==> config.mk <==
export PLATFORM = sky130hd
export DESIGN_NAME = fir_coeff_loader
export DESIGN_NICKNAME = d
export VERILOG_FILES = /design/src/rtl/fir_coeff_loader_pkg.sv /design/src/rtl/fir_coeff_shadow.sv /design/src/rtl/fir_coeff_loader.sv
export SDC_FILE = /design/constraint.sdc
export NUM_CORES = 1
export LEC_CHECK = 0
export ABC_AREA = 0
export CORE_ASPECT_RATIO = 1.75
export CORE_UTILIZATION = 55
export CTS_CLUSTER_SIZE = 16
export DETAILED_ROUTE_END_ITERATION = 8
export GPL_TIMING_DRIVEN = 0
export PLACE_DENSITY = 0.83
export SLEW_MARGIN = 20
export SYNTH_ARGS = -nofsm -noshare
export SYNTH_HDL_FRONTEND = slang
export SYNTH_SLANG_ARGS = --single-unit
==> constraint.sdc <==
create_clock -name clk -period 5.09 [get_ports clk]
set_input_delay 1.527 -clock clk [delete_from_list [all_inputs] [get_ports clk]]
set_output_delay 1.527 -clock clk [all_outputs]
set_load 0.005 [all_outputs]
==> src/rtl/fir_coeff_loader_pkg.sv <==
// rtl/fir_coeff_loader_pkg.sv - shared parameters and state type for the FIR coefficient loader
//
// Purpose: default widths and counts for the loader, the FSM state encoding,
//          and a helper that sizes index counters.
// Ports:   none (package).

package fir_coeff_loader_pkg;

  localparam int unsigned DATA_W_DEF       = 8;
  localparam int unsigned NUM_COEFFS_DEF   = 3;
  localparam int unsigned FLUSH_CYCLES_DEF = 2;
  localparam int unsigned DROP_W_DEF       = 8;

  typedef enum logic [1:0] {
    IDLE  = 2'd0,
    LOAD  = 2'd1,
    FLUSH = 2'd2
  } state_t;

  // Counter width able to index 0..n-1, never narrower than one bit.
  function automatic int unsigned idx_width(input int unsigned n);
    return (n > 1) ? $clog2(n) : 1;
  endfunction

endpackage

==> src/rtl/fir_coeff_shadow.sv <==
// rtl/fir_coeff_shadow.sv - coefficient byte capture and shadow storage
//
// Purpose: collects coefficient bytes into a shadow array, tracks how many
//          have been taken, and offers an indexed read for the load sequence.
// Ports:
//   clk, rst_n      clock and asynchronous active-low reset
//   i_wr_en         store i_byte at the current fill position (already
//                   qualified by the caller: idle, valid, not clearing)
//   i_clear         discard the partially collected set
//   i_byte          coefficient byte to store
//   i_rd_idx        shadow entry to present on o_rd_data
//   o_rd_data       shadow[i_rd_idx]
//   o_last_slot     the next stored byte completes the set

module fir_coeff_shadow
  import fir_coeff_loader_pkg::*;
#(
  parameter int unsigned DATA_W     = DATA_W_DEF,
  parameter int unsigned NUM_COEFFS = NUM_COEFFS_DEF,
  localparam int unsigned IDX_W     = idx_width(NUM_COEFFS)
) (
  input  logic              clk,
  input  logic              rst_n,
  input  logic              i_wr_en,
  input  logic              i_clear,
  input  logic [DATA_W-1:0] i_byte,
  input  logic [IDX_W-1:0]  i_rd_idx,
  output logic [DATA_W-1:0] o_rd_data,
  output logic              o_last_slot
);

  localparam logic [IDX_W-1:0] LAST_IDX = IDX_W'(NUM_COEFFS - 1);

  logic [DATA_W-1:0] r_shadow [NUM_COEFFS];
  logic [IDX_W-1:0]  r_byte_cnt;
  logic              w_last;

  assign w_last      = (r_byte_cnt == LAST_IDX);
  assign o_last_slot = w_last;
  assign o_rd_data   = r_shadow[i_rd_idx];

  // Completing a set wraps the fill position to 0 so the loader comes back
  // to IDLE ready for a fresh set; the stored bytes stay until overwritten.
  always_ff @(posedge clk or negedge rst_n) begin
    if (!rst_n) begin
      r_byte_cnt <= '0;
      for (int i = 0; i < NUM_COEFFS; i++) begin
        r_shadow[i] <= '0;
      end
    end else if (i_clear) begin
      r_byte_cnt <= '0;
    end else if (i_wr_en) begin
      r_shadow[r_byte_cnt] <= i_byte;
      r_byte_cnt           <= w_last ? '0 : r_byte_cnt + 1'b1;
    end
  end

endmodule

==> src/rtl/fir_coeff_loader.sv <==
// rtl/fir_coeff_loader.sv - FIR sample pass-through and coefficient-load initiator
//
// Purpose: registers the sample stream into the FIR; once a full coefficient
//          set has been collected it drives the load sequence (s_set_coeffs
//          high, tvalid low, one byte per cycle) followed by zero flush cycles.
// Ports:
//   clk, rst_n        clock and asynchronous active-low reset
//   i_sample          signed input sample
//   i_sample_valid    sample qualifier
//   i_cfg_byte        coefficient byte
//   i_cfg_valid       coefficient byte valid
//   o_cfg_ready       byte accepted when valid && ready (high in IDLE)
//   i_cfg_clear       discard a partially collected set (IDLE only)
//   o_x_n             to FIR x_n
//   o_fir_tvalid      to FIR s_axis_fir_tvalid
//   o_set_coeffs      to FIR s_set_coeffs
//   o_busy            high in LOAD or FLUSH
//   o_load_done       one-cycle pulse on the first IDLE cycle after FLUSH
//   o_drop_cnt        saturating count of samples dropped while busy

module fir_coeff_loader
  import fir_coeff_loader_pkg::*;
#(
  parameter int unsigned DATA_W       = DATA_W_DEF,
  parameter int unsigned NUM_COEFFS   = NUM_COEFFS_DEF,
  parameter int unsigned FLUSH_CYCLES = FLUSH_CYCLES_DEF,
  parameter int unsigned DROP_W       = DROP_W_DEF
) (
  input  logic              clk,
  input  logic              rst_n,
  input  logic [DATA_W-1:0] i_sample,
  input  logic              i_sample_valid,
  input  logic [DATA_W-1:0] i_cfg_byte,
  input  logic              i_cfg_valid,
  output logic              o_cfg_ready,
  input  logic              i_cfg_clear,
  output logic [DATA_W-1:0] o_x_n,
  output logic              o_fir_tvalid,
  output logic              o_set_coeffs,
  output logic              o_busy,
  output logic              o_load_done,
  output logic [DROP_W-1:0] o_drop_cnt
);

  localparam int unsigned      IDX_W  = idx_width(NUM_COEFFS);
  localparam int unsigned      FL_W   = idx_width(FLUSH_CYCLES);
  localparam logic [IDX_W-1:0] LAST_K = IDX_W'(NUM_COEFFS - 1);
  localparam logic [FL_W-1:0]  LAST_F = FL_W'((FLUSH_CYCLES > 0) ? FLUSH_CYCLES - 1 : 0);

  state_t            r_state;
  logic [IDX_W-1:0]  r_k;
  logic [FL_W-1:0]   r_fcnt;
  logic [DATA_W-1:0] r_x_n;
  logic              r_fir_tvalid;
  logic              r_set_coeffs;
  logic              r_load_done;
  logic [DROP_W-1:0] r_drop_cnt;

  state_t            w_state_nxt;
  logic [IDX_W-1:0]  w_k_nxt;
  logic [FL_W-1:0]   w_fcnt_nxt;
  logic [DATA_W-1:0] w_x_n_nxt;
  logic              w_tvalid_nxt;
  logic              w_set_nxt;
  logic              w_done_nxt;

  logic              w_idle;
  logic              w_wr_en;
  logic              w_clear;
  logic              w_last_slot;
  logic              w_launch;
  logic              w_drop_evt;
  logic [IDX_W-1:0]  w_rd_idx;
  logic [DATA_W-1:0] w_rd_data;

  assign w_idle   = (r_state == IDLE);
  assign w_clear  = w_idle && i_cfg_clear;
  assign w_wr_en  = w_idle && i_cfg_valid && !i_cfg_clear;
  assign w_launch = w_wr_en && w_last_slot;

  // A sample arriving while busy, or in the launch cycle itself, cannot
  // reach the FIR because the x_n path is owned by the load sequence.
  assign w_drop_evt = i_sample_valid && (!w_idle || w_launch);

  // Look one entry ahead: the registered x_n for the next LOAD cycle is
  // fetched during the current one. IDLE reads entry 0 for the launch.
  assign w_rd_idx = (r_state == LOAD && r_k != LAST_K) ? r_k + 1'b1 : '0;

  assign o_cfg_ready  = w_idle;
  assign o_busy       = !w_idle;
  assign o_x_n        = r_x_n;
  assign o_fir_tvalid = r_fir_tvalid;
  assign o_set_coeffs = r_set_coeffs;
  assign o_load_done  = r_load_done;
  assign o_drop_cnt   = r_drop_cnt;

  fir_coeff_shadow #(
    .DATA_W     (DATA_W),
    .NUM_COEFFS (NUM_COEFFS)
  ) u_shadow (
    .clk         (clk),
    .rst_n       (rst_n),
    .i_wr_en     (w_wr_en),
    .i_clear     (w_clear),
    .i_byte      (i_cfg_byte),
    .i_rd_idx    (w_rd_idx),
    .o_rd_data   (w_rd_data),
    .o_last_slot (w_last_slot)
  );

  always_ff @(posedge clk or negedge rst_n) begin
    if (!rst_n) begin
      r_state      <= IDLE;
      r_k          <= '0;
      r_fcnt       <= '0;
      r_x_n        <= '0;
      r_fir_tvalid <= 1'b0;
      r_set_coeffs <= 1'b0;
      r_load_done  <= 1'b0;
    end else begin
      r_state      <= w_state_nxt;
      r_k          <= w_k_nxt;
      r_fcnt       <= w_fcnt_nxt;
      r_x_n        <= w_x_n_nxt;
      r_fir_tvalid <= w_tvalid_nxt;
      r_set_coeffs <= w_set_nxt;
      r_load_done  <= w_done_nxt;
    end
  end

  always_comb begin
    w_state_nxt  = r_state;
    w_k_nxt      = r_k;
    w_fcnt_nxt   = r_fcnt;
    w_x_n_nxt    = '0;
    w_tvalid_nxt = 1'b0;
    w_set_nxt    = 1'b0;
    w_done_nxt   = 1'b0;

    case (r_state)
      IDLE: begin
        if (w_launch) begin
          w_state_nxt = LOAD;
          w_k_nxt     = '0;
          w_set_nxt   = 1'b1;
          // With a single coefficient the byte being accepted is entry 0
          // and is not yet in the shadow array.
          w_x_n_nxt   = (NUM_COEFFS == 1) ? i_cfg_byte : w_rd_data;
        end else begin
          w_x_n_nxt    = i_sample;
          w_tvalid_nxt = i_sample_valid;
        end
      end

      LOAD: begin
        if (r_k == LAST_K) begin
          w_fcnt_nxt = '0;
          if (FLUSH_CYCLES == 0) begin
            w_state_nxt = IDLE;
            w_done_nxt  = 1'b1;
          end else begin
            w_state_nxt = FLUSH;
          end
        end else begin
          w_k_nxt   = r_k + 1'b1;
          w_set_nxt = 1'b1;
          w_x_n_nxt = w_rd_data;
        end
      end

      FLUSH: begin
        if (r_fcnt == LAST_F) begin
          w_state_nxt = IDLE;
          w_done_nxt  = 1'b1;
        end else begin
          w_fcnt_nxt = r_fcnt + 1'b1;
        end
      end

      default: begin
        w_state_nxt = IDLE;
      end
    endcase
  end

  // Diagnostic only: counts until reset and sticks at all-ones.
  always_ff @(posedge clk or negedge rst_n) begin
    if (!rst_n) begin
      r_drop_cnt <= '0;
    end else if (w_drop_evt && r_drop_cnt != {DROP_W{1'b1}}) begin
      r_drop_cnt <= r_drop_cnt + 1'b1;
    end
  end

endmodule

==> impl_metrics.toml <==
[cts]
cts_made_buffers = 5
ctsRootBufferMaster = "clkbuf_8"
clock_path_buffers = 2
clock-sinks = 50
postCtsHoldBufs = 0
cts_tree = "done"
h-tree-depth = 2
post-cts-setup-buffers = 0
clkTransAtPathRegs_ps = 80
worstSkewPairLatency_ps = 300
ctsResizeCount = 0

[sta]
max_freq_ghz = 0.3107
setup_viol = 0
tightest_slew_ps = 642.8
period_minus_slack_ps = 3218
relSlewSlack_pct = 56.99
holdWs_ps = 504.5
clock_skew_ps = 6.939
finalCritPeriodShare_pct = 63.23
hold_viol = 0
rsz0062_at_grt = "false"
fin_tns_setup_ps = 0
drv_slew = 0

[routing]
totalWireLength_mm = 4.563
first_pass_iters = 4
via_per_inst = 5.730
route.detailed.drc = 0
first_iter_violations = 48
drtAntennaViolNets = 0
wire_per_inst_microns = 15.42
vias = 1696

[power]
p_per_area_mw_per_mm2 = 461.0
p_int_uw = 896.1
power_switching_uw = 418.4
p_seq_share_pct = 47.6
comb_power_share_pct = 32.1
p_leak_uw = 0.001253
swShare_pct = 31.83
irDropWorstVdd_v = 0.0004485
clockPowerShare_pct = 20.4

[critical_path]
timing.rr.start = "r_k[0]"
cp.required_ps = 3560
worst-r2r-setup-slack_ps = 2490
reg2reg_depth = 7
critical_path_class = "reg2out"
critical_path.startpoint_type = "flip-flop"
startpoint = "r_state[1]"
reg2reg_to = "o_x_n[6]"
end_kind = "output port"
cp-endpoint = "o_busy"
cp_data_arrival_time_ps = 1690
crit_fanout = 10

[place]
port_buffers = 41
place_congestion = 0.7887
post-dp-hpwl_mm = 3.454

[yosys]
ys_async_sr_fraction_pct = 100.0
ys_top_cells_by_area = "dfrtp_1 (55%), mux2_2 (8.5%), mux2_1 (4.0%)"
ys_types = 35
synth_cells = 198
synthFlopType = "dfrtp_1"
synth_edf_count = 0
synth_top_area_share_pct = 55.37
synth_seq_area_share_pct = 55.37
syn_area_sq_mm = 0.002260
yosysWarnings = 0
syn_nets = 221
yosys.area.top_type = "dfrtp_1"
synth-seq-cells = 50
synth.avg_cell_area_sq_um = 11.41

[final_layout]
register_area_sq_mm = 0.001251
drive_gt1_share_pct = 13.31
final_nets = 270
synthToLayoutAreaGrowth_pct = 26.19
num_antenna_cells = 0
multi_input_area_sq_um = 947.2
fillCellCount = 301

[global_routing]
grt_usage_pct = 23.99
antenna_found_initial = 0
grt_max_degree = 34
grt_overflow_total = 0
grt_pass1_wl_mm = 7.810
grt_pass1_vias = 1714

[job]
max_cap_violations = 0

[floorplanning]
fp.dieH_microns = 86.80
fp.dieW_microns = 50.46
die_area_sq_mm = 0.004379
io_pins = 42
core_sq_mm = 0.003904
rows = 30
initial_core_util_pct = 57.88

[worst_hold_path]
hp-class = "reg2reg"

[status]
outcome = "finished, final reports clean"
## kinds of logic after synthesis
family,Yosys count,synth area share (%)
simple gates,58,13.84
flops,50,55.37
mux,28,13.79
xor+xnor,6,2.326
buf+inv,14,2.712
compound gates,40,10.85
fa+ha+maj,2,1.107
## flip-flops by register name (all words and copies together), names as in the netlist, 2 cells and up
| name | cells |
|---|---|
| o_drop_cnt | 8 |
| o_x_n | 8 |
| r_k | 2 |
| r_state | 2 |
| u_shadow.r_byte_cnt | 2 |
| u_shadow.r_shadow | 24 |
## synth_stat cells, drive strengths merged, types with 5 or more instances
master,number
nor3,11
o21ai,18
nand2,12
nor2,15
a22o,7
dfrtp,50
mux2,25
xor2,6
nand3,10
a21oi,12
inv,5
## layer usage
metal / global-route usage (%) / wire length (microns)
met4: 10.61 / 96
met2: 42.30 / 2539
met1: 26.96 / 1745
met5: 0 / 0
met3: 5.614 / 181
## metrics by stage
step	power (uW)	cells	cell area, sq um	setup WS (ps)	utilization, %
2_1_floorplan	863.2	198	2260	2481	-
3_3_place_gp	1028	287	2730	1105	69.94
3_5_place_dp	1053	288	2745	1770	70.32
4_1_cts	1322	296	2851	1884	73.04
5_1_grt	1400	296	2851	1808	73.04
6_report	1314	296	2851	1872	73.04
## area by class of cell
cell class                      count  share of cell area [%]
Tap cell                           48                   2.106
Sequential cell                    50                   43.88
Buffer                              8                   1.360
Inverter                            6                  0.7898
Clock buffer                        7                   2.677
Timing Repair Buffer               42                   14.92
Multi-Input combinational cell    134                   33.22
Clock inverter                      1                   1.053
## worst min-delay path by stage
stage / slack (ps) / cells after the start / from / endpoint
3_3_place_gp: 480 / 1 / r_fcnt / r_state[1]
3_5_place_dp: 490 / 2 / u_shadow.r_shadow[23] / o_x_n[7]
4_1_cts: 510 / 2 / u_shadow.r_shadow[23] / o_x_n[7]
2_1_floorplan: 440 / 2 / u_shadow.r_shadow[23] / o_x_n[7]
5_1_grt: 520 / 1 / u_shadow.r_shadow[11] / u_shadow.r_shadow[11]
6_report: 500 / 1 / u_shadow.r_shadow[14] / u_shadow.r_shadow[14]
## layout by cell type (no fill, tap or decap), drive strengths merged, types with 2 or more instances in the layout
master and instances:
a21oi 12, inv 5, clkbuf 11, nor2 15
a22o 7, dfrtp 50, clkdlybuf4s50 40, xor2 6
mux2 25, nor4 3, buf 6, ha 2
nand3 10, mux2i 3, nor3 11, o21ai 18
nand2 12
## critical path, stage by stage, from the launching register on
cell             delay, ps
dfrtp_1                460
nor2_4                 300
inv_2                  160
clkdlybuf4s50_1        480
## power groups by stage
stage	sequential, uW	combinational, uW	clock [uW]
finish	625	422	268
global route	643	466	292
CTS	624	424	274
detailed placement	632	421	0
global placement	622	406	0
floorplan	609	254	0
Power figures use the tool's default switching activity.
